[src/rtl/pipeline_ctrl.sv]
// ---------------------------------------------------------------------------
// pipeline_ctrl
//
// Central stall/flush control for the six-stage in-order core
// (IF, ID, EXE, MEM, MEM2, WB). It turns hazard, busy and exception
// indications into per-pipeline-register write enables, bubble-insert
// controls and the front-end redirect pulse. A two-state machine
// (RUN / EXC_WAIT) holds back an exception redirect until an in-flight
// I-cache refill has completed.
//
// Optional feature macro: PIPE_CTRL_PERF_EN
//   When defined, adds saturating stall counters DH_Stall_Cnt and
//   Cache_Stall_Cnt (CNT_W bits each). When undefined those ports and
//   registers do not exist and the control behaviour is unchanged.
//
// Parameters:
//   CNT_W            width of the optional performance counters (>= 2)
//
// Ports:
//   clk              core clock
//   resetn           asynchronous active-low reset
//   ID_EX_DH_Stall   ID needs a load/MFC0 result still in EXE
//   ID_MEM1_DH_Stall ID needs a load/MFC0 result still in MEM
//   ID_MEM2_DH_Stall ID needs a load result still in MEM2
//   Icache_Busy      I-cache miss/refill in progress
//   Dcache_Busy      D-cache miss in MEM/MEM2, whole pipe freezes
//   Div_Busy         multi-cycle divide occupying EXE
//   Exc_Valid        exception or ERET being committed in MEM
//   IF_Wr..WB_Wr     pipeline register update enables (PC .. MEM2/WB)
//   ID/EXE/MEM_Flush named register loads a bubble (only with its _Wr)
//   Redirect_Valid   one-cycle pulse, PC loads exception vector/EPC
//   DH_Stall_Cnt     cycles spent in data-hazard stall  (perf only)
//   Cache_Stall_Cnt  cycles lost to cache stalls        (perf only)
//
// Outputs other than the counters are combinational from inputs and state.
// ---------------------------------------------------------------------------
module pipeline_ctrl #(
    parameter int CNT_W = 32
) (
    input  logic             clk,
    input  logic             resetn,
    input  logic             ID_EX_DH_Stall,
    input  logic             ID_MEM1_DH_Stall,
    input  logic             ID_MEM2_DH_Stall,
    input  logic             Icache_Busy,
    input  logic             Dcache_Busy,
    input  logic             Div_Busy,
    input  logic             Exc_Valid,
    output logic             IF_Wr,
    output logic             ID_Wr,
    output logic             EXE_Wr,
    output logic             MEM_Wr,
    output logic             MEM2_Wr,
    output logic             WB_Wr,
    output logic             ID_Flush,
    output logic             EXE_Flush,
    output logic             MEM_Flush,
    output logic             Redirect_Valid
`ifdef PIPE_CTRL_PERF_EN
    ,
    output logic [CNT_W-1:0] DH_Stall_Cnt,
    output logic [CNT_W-1:0] Cache_Stall_Cnt
`endif
);

    typedef enum logic [0:0] {
        ST_RUN      = 1'b0,
        ST_EXC_WAIT = 1'b1
    } state_t;

    // The counter increment below is built from a (CNT_W-1)-wide zero field.
    if (CNT_W < 2) begin : g_cnt_w_check
        $error("pipeline_ctrl: CNT_W must be at least 2");
    end

    state_t state_r;
    state_t state_nxt_s;

    logic if_wr_s;
    logic id_wr_s;
    logic exe_wr_s;
    logic mem_wr_s;
    logic mem2_wr_s;
    logic wb_wr_s;
    logic id_flush_s;
    logic exe_flush_s;
    logic mem_flush_s;
    logic redirect_s;
    logic dh_any_s;

    assign dh_any_s = ID_EX_DH_Stall | ID_MEM1_DH_Stall | ID_MEM2_DH_Stall;

    // Priority-encoded stall/flush decode and next-state selection.
    always_comb begin
        if_wr_s     = 1'b0;
        id_wr_s     = 1'b0;
        exe_wr_s    = 1'b0;
        mem_wr_s    = 1'b0;
        mem2_wr_s   = 1'b0;
        wb_wr_s     = 1'b0;
        id_flush_s  = 1'b0;
        exe_flush_s = 1'b0;
        mem_flush_s = 1'b0;
        redirect_s  = 1'b0;
        state_nxt_s = state_r;

        if (!resetn) begin
            // Everything held quiet while in reset.
            state_nxt_s = ST_RUN;
        end else begin
            case (state_r)
                ST_RUN: begin
                    if (Exc_Valid && !Dcache_Busy) begin
                        // Kill the three younger instructions, let MEM drain.
                        id_wr_s     = 1'b1;
                        exe_wr_s    = 1'b1;
                        mem_wr_s    = 1'b1;
                        id_flush_s  = 1'b1;
                        exe_flush_s = 1'b1;
                        mem_flush_s = 1'b1;
                        mem2_wr_s   = 1'b1;
                        wb_wr_s     = 1'b1;
                        if (Icache_Busy) begin
                            // PC cannot be redirected under a refill.
                            state_nxt_s = ST_EXC_WAIT;
                        end else begin
                            if_wr_s     = 1'b1;
                            redirect_s  = 1'b1;
                            state_nxt_s = ST_RUN;
                        end
                    end else if (Dcache_Busy) begin
                        // Full freeze; a pending exception waits in MEM.
                        state_nxt_s = ST_RUN;
                    end else if (Div_Busy) begin
                        mem_wr_s    = 1'b1;
                        mem_flush_s = 1'b1;
                        mem2_wr_s   = 1'b1;
                        wb_wr_s     = 1'b1;
                    end else if (dh_any_s) begin
                        exe_wr_s    = 1'b1;
                        exe_flush_s = 1'b1;
                        mem_wr_s    = 1'b1;
                        mem2_wr_s   = 1'b1;
                        wb_wr_s     = 1'b1;
                    end else if (Icache_Busy) begin
                        id_wr_s     = 1'b1;
                        id_flush_s  = 1'b1;
                        exe_wr_s    = 1'b1;
                        mem_wr_s    = 1'b1;
                        mem2_wr_s   = 1'b1;
                        wb_wr_s     = 1'b1;
                    end else begin
                        if_wr_s     = 1'b1;
                        id_wr_s     = 1'b1;
                        exe_wr_s    = 1'b1;
                        mem_wr_s    = 1'b1;
                        mem2_wr_s   = 1'b1;
                        wb_wr_s     = 1'b1;
                    end
                end

                ST_EXC_WAIT: begin
                    if (Dcache_Busy) begin
                        // Should not happen here; freeze and keep waiting.
                        state_nxt_s = ST_EXC_WAIT;
                    end else begin
                        // Keep pumping bubbles until the refill finishes.
                        id_wr_s     = 1'b1;
                        exe_wr_s    = 1'b1;
                        mem_wr_s    = 1'b1;
                        id_flush_s  = 1'b1;
                        exe_flush_s = 1'b1;
                        mem_flush_s = 1'b1;
                        mem2_wr_s   = 1'b1;
                        wb_wr_s     = 1'b1;
                        if (!Icache_Busy) begin
                            if_wr_s     = 1'b1;
                            redirect_s  = 1'b1;
                            state_nxt_s = ST_RUN;
                        end else begin
                            state_nxt_s = ST_EXC_WAIT;
                        end
                    end
                end

                default: begin
                    state_nxt_s = ST_RUN;
                end
            endcase
        end
    end

    // Control state register.
    always_ff @(posedge clk or negedge resetn) begin
        if (!resetn) begin
            state_r <= ST_RUN;
        end else begin
            state_r <= state_nxt_s;
        end
    end

    assign IF_Wr          = if_wr_s;
    assign ID_Wr          = id_wr_s;
    assign EXE_Wr         = exe_wr_s;
    assign MEM_Wr         = mem_wr_s;
    assign MEM2_Wr        = mem2_wr_s;
    assign WB_Wr          = wb_wr_s;
    assign ID_Flush       = id_flush_s;
    assign EXE_Flush      = exe_flush_s;
    assign MEM_Flush      = mem_flush_s;
    assign Redirect_Valid = redirect_s;

`ifdef PIPE_CTRL_PERF_EN
    localparam logic [CNT_W-1:0] CNT_MAX = {CNT_W{1'b1}};
    localparam logic [CNT_W-1:0] CNT_ONE = {{(CNT_W-1){1'b0}}, 1'b1};

    logic             dh_sel_s;
    logic             cache_sel_s;
    logic [CNT_W-1:0] dh_cnt_r;
    logic [CNT_W-1:0] cache_cnt_r;

    // The flush pattern identifies the selected rule uniquely:
    // only the data-hazard rule bubbles EXE without bubbling ID, only the
    // I-cache rule bubbles ID without EXE, and only a D-cache freeze (out of
    // reset) leaves WB_Wr low.
    assign dh_sel_s    = exe_flush_s & ~id_flush_s;
    assign cache_sel_s = (state_r == ST_EXC_WAIT)
                       | (id_flush_s & ~exe_flush_s)
                       | (resetn & ~wb_wr_s);

    // Saturating stall-cycle counters, cleared only by reset.
    always_ff @(posedge clk or negedge resetn) begin
        if (!resetn) begin
            dh_cnt_r    <= {CNT_W{1'b0}};
            cache_cnt_r <= {CNT_W{1'b0}};
        end else begin
            if (dh_sel_s && (dh_cnt_r != CNT_MAX)) begin
                dh_cnt_r <= dh_cnt_r + CNT_ONE;
            end else begin
                dh_cnt_r <= dh_cnt_r;
            end
            if (cache_sel_s && (cache_cnt_r != CNT_MAX)) begin
                cache_cnt_r <= cache_cnt_r + CNT_ONE;
            end else begin
                cache_cnt_r <= cache_cnt_r;
            end
        end
    end

    assign DH_Stall_Cnt    = dh_cnt_r;
    assign Cache_Stall_Cnt = cache_cnt_r;
`endif

endmodule

[config.mk]
export PLATFORM = sky130hd
export DESIGN_NAME = pipeline_ctrl
export DESIGN_NICKNAME = d
export VERILOG_FILES = /design/src/rtl/pipeline_ctrl.sv
export SDC_FILE = /design/constraint.sdc
export NUM_CORES = 1
export LEC_CHECK = 0
export CAP_MARGIN = 20
export CORE_AREA = 2 2 39 41
export DETAILED_ROUTE_END_ITERATION = 10
export DIE_AREA = 0 0 41 43
export SLEW_MARGIN = 15
export SYNTH_ARGS = -nofsm -noshare
export SYNTH_HDL_FRONTEND = slang
export SYNTH_SLANG_ARGS = --single-unit
[constraint.sdc]
create_clock -name clk -period 2.2 [get_ports clk]
set_input_delay 0.33 -clock clk [delete_from_list [all_inputs] [get_ports clk]]
set_output_delay 0.33 -clock clk [all_outputs]
set_load 0.01 [all_outputs]
=== Word level (Yosys, flattened, before mapping) ===
Index checks and enable logic that the tools add are counted.
W data, S select, Z words.

* Output and inout bits: 10
* Register bits: 1
* Bits of input ports: 9

* Bitwise logic cells: 3
* Reductions and logical operators: 2
* Multiplexer cells: 48

{| class="wikitable"
|+ Operators by type and width
! kind !! count
|-
| $mux W1 || 39
|-
| $pmux W1 S2 || 9
|-
| $or A1 B1 Y1 || 2
|-
| $logic_and A1 B1 Y1 || 1
|-
| $logic_not A1 Y1 || 1
|-
| $not A1 Y1 || 1
|}

=== Depth between registers and ports, before layout ===
* Word-level depth: 8
* Gate-level depth with buffers: 4
* Mapped depth without buffers: 2

=== Worst setup path before layout ===
No wires, ideal clock.

* Path kind: input-to-output
* Start point: in Div_Busy
* End point: out IF_Wr
* Required time: 1870 ps
* Arrival: 1159 ps
* Stages: 2
* Slack: 711 ps
* Path through: or4_4 > a211oi_2

* Word-level cells in the longest chain between the ends: 5

{| class="wikitable"
|+ RTL lines
! item !! RTL line !! text
|-
| start: declaration || 47 || <nowiki>input logic Div_Busy,</nowiki>
|-
| $mux W1 || 134 || <nowiki>end else if (Div_Busy) begin</nowiki>
|-
| $mux W1 || 131 || <nowiki>end else if (Dcache_Busy) begin</nowiki>
|-
| $mux W1 || 113 || <nowiki>if (Exc_Valid && !Dcache_Busy) begin</nowiki>
|-
| $pmux W1 S2 || 111 || <nowiki>case (state_r)</nowiki>
|-
| $mux W1 || 107 || <nowiki>if (!resetn) begin</nowiki>
|-
| end: declaration || 49 || <nowiki>output logic IF_Wr,</nowiki>
|}

No other way between the ends.

=== Worst setup path after layout ===
Ends and elaborated chain as after synthesis.

==> results.toml <==
[layout]
syn_to_final_growth_pct = 152
layout.nets = 54
top_regs = "state_r (1)"
largest_reg_flops = 1
drive_gt1_frac = 0.256
diodes = 0
layout.cells.non_filler = 59
top_register = "state_r"

[setup_path]
worstReg2RegStart = "state_r"
r2r-end = "state_r"
critPathLaunch = "Div_Busy"
crit_path_end = "IF_Wr"
critPathKind = "primary input to output port"
cp-start-kind = "primary input"
rrSetupSlack_ps = 1440
crit_required_ps = 1870
worstPathArrival_ps = 1800
r2r_cells = 1
cp-end-kind = "output port"
cp_max_fo = 3

[clock_network]
clk-insertion-delay-late_ps = 0
postCtsSetupRepairBufs = 0
clkTransAtPathRegs_ps = 0

[timing]
drv_slew = 0
final_hold_viol_count = 0
holdWs_ps = 600
rsz0062_at_grt = "false"
slew_headroom = 0.841
setup_slack_ps = 67.2
fmax_mhz = 469
fin_worst_skew_ps = 0
setup_viol = 0
period_share = 0.969
worstMarginPinSlew_ps = 236
timing.final.crit_period_ps = 2130

[grt]
grtUsageTotal = 0.0621
first_global_vias = 219
grt_pass1_wl_um = 834
grt_antenna_before_repair = 0
overflow = 0
grt_max_degree = 8

[synthesis]
seq_area_frac_synth = 0.161
syn_area_per_cell_um2 = 7.39
synthesis.instances = 21
synth_area_leaders = "dfrtp_1 (16%), buf_4 (9.7%), a211oi_2 (8.1%), o221a_2 (7.3%), or4_4 (7.3%)"
ys_warn_count = 0
netlist_area_um2 = 155
ys_seq_elements = 1
syn_nets = 30
synth_top_cell_by_area = "dfrtp_1"
synth_top_cell_area_share = 0.161
ys_types = 16

[die]
rows = 14
start_util = 0.112
die_h_um = 43
dieArea_um2 = 1760
io_pins = 19
die_w_um = 41
core_region_area_um2 = 1380

[detailed_routing]
drt-initial-drc-count = 0
wl_per_cell_um = 8.54
viasPerCell = 3.97
route.met2.wl_um = 283
ant_nets = 0
drt_pass1_iterations = 1
vias = 234
top_layer = "met3"
wl_um = 504
m1WireLength_um = 172
drcViolationCount = 0
wl_met3_um = 49

[placed_design]
globalplace.congestion = 0.579
dpl.cell_count = 59
place_hpwl_um = 469
place_ws_ps = -239
port_buffers = 18

[worst_hold_path]
hold_path_class = "flip-flop to flip-flop"

[power_and_ir_drop]
power_density_nw_per_um2 = 215
leakage_nw = 0.185
ir_drop_uv = 67.2

[outcome]
status = "completed"

[flow_run]
drv_cap = 0
## power by group
part | internal, mW | switching (mW)
sequential | 0.0197 | 0.000929
clock | 0 | 0
combinational | 0.0396 | 0.0237
## final cells by class
| cell class | instances | area, um2 |
|---|---|---|
| Fill cell | 160 | 993 |
| Inverter | 2 | 7.51 |
| Multi-Input combinational cell | 15 | 106 |
| Sequential cell | 1 | 25.0 |
| Tap cell | 16 | 20.0 |
| Timing Repair Buffer | 25 | 231 |
## cells by family after synthesis
group	Yosys count	synth area share
and+or+nand+nor	9	0.355
buffers and inverters	5	0.169
AOI/OAI and AO/OA	6	0.315
DFF	1	0.161
## Yosys cell counts, drive strengths merged
library cell	number
nor2	2
o221a	1
inv	2
a21oi	2
a211oi	1
nor2b	1
nor3	2
a221oi	1
buf	2
o22ai	1
nand2b	1
nor4	1
clkbuf	1
or4	1
dfrtp	1
nand3b	1
## cell usage in the layout, fill, tap and decap left out, drive strengths merged
master,instances
nor2b,1
dlygate4sd2,3
nor3,2
o221a,1
nor4,1
dfrtp,1
clkdlybuf4s50,13
clkdlybuf4s15,1
or4,1
buf,7
o22ai,1
nand2b,1
inv,2
a211oi,1
a221oi,1
dlymetal6s2s,1
nand3b,1
nor2,2
a21oi,2
## how the worst min path moves through the flow
| stage | startpoint | endpoint | slack, ps | depth (start not counted) |
|---|---|---|---|---|
| final | state_r | state_r | 600 | 1 |
| after global routing | state_r | state_r | 610 | 1 |
| after CTS | state_r | state_r | 600 | 1 |
| after detailed placement | state_r | state_r | 600 | 1 |
| after global placement | state_r | state_r | 600 | 1 |
| after floorplan | resetn | state_r | 30 | 0 |
## stage by stage
stage          utilization  power (mW)  area (um2)  TNS, ps
6_report             0.282      0.0840         390        0
3_5_place_dp         0.281      0.0868         389     -531
5_1_grt              0.282      0.0898         390        0
2_1_floorplan            -      0.0421         155        0
4_1_cts              0.278      0.0845         384        0
3_3_place_gp         0.281      0.0861         389     -480
## what timing repair did
action / in CTS / in global routing
setup endpoints to repair: 4 / 5
gates resized for setup: 4 / 3
endpoints found under the hold margin: 0 / 0
cloned: 0 / 0
hold buffers: 0 / 0
## per-layer routing
metal / GRT usage / vias to the layer above
met5: 0 / -
met4: 0 / 0
met2: 0.119 / 9
met1: 0.0701 / 104
li1: - / 121
met3: 0.0105 / 0
## critical path, stage by stage
cell	delay, ps
clkdlybuf4s50_1	420
or4_4	560
a211oi_2	230
clkdlybuf4s15_1	260
Power figures use the tool's default switching activity.
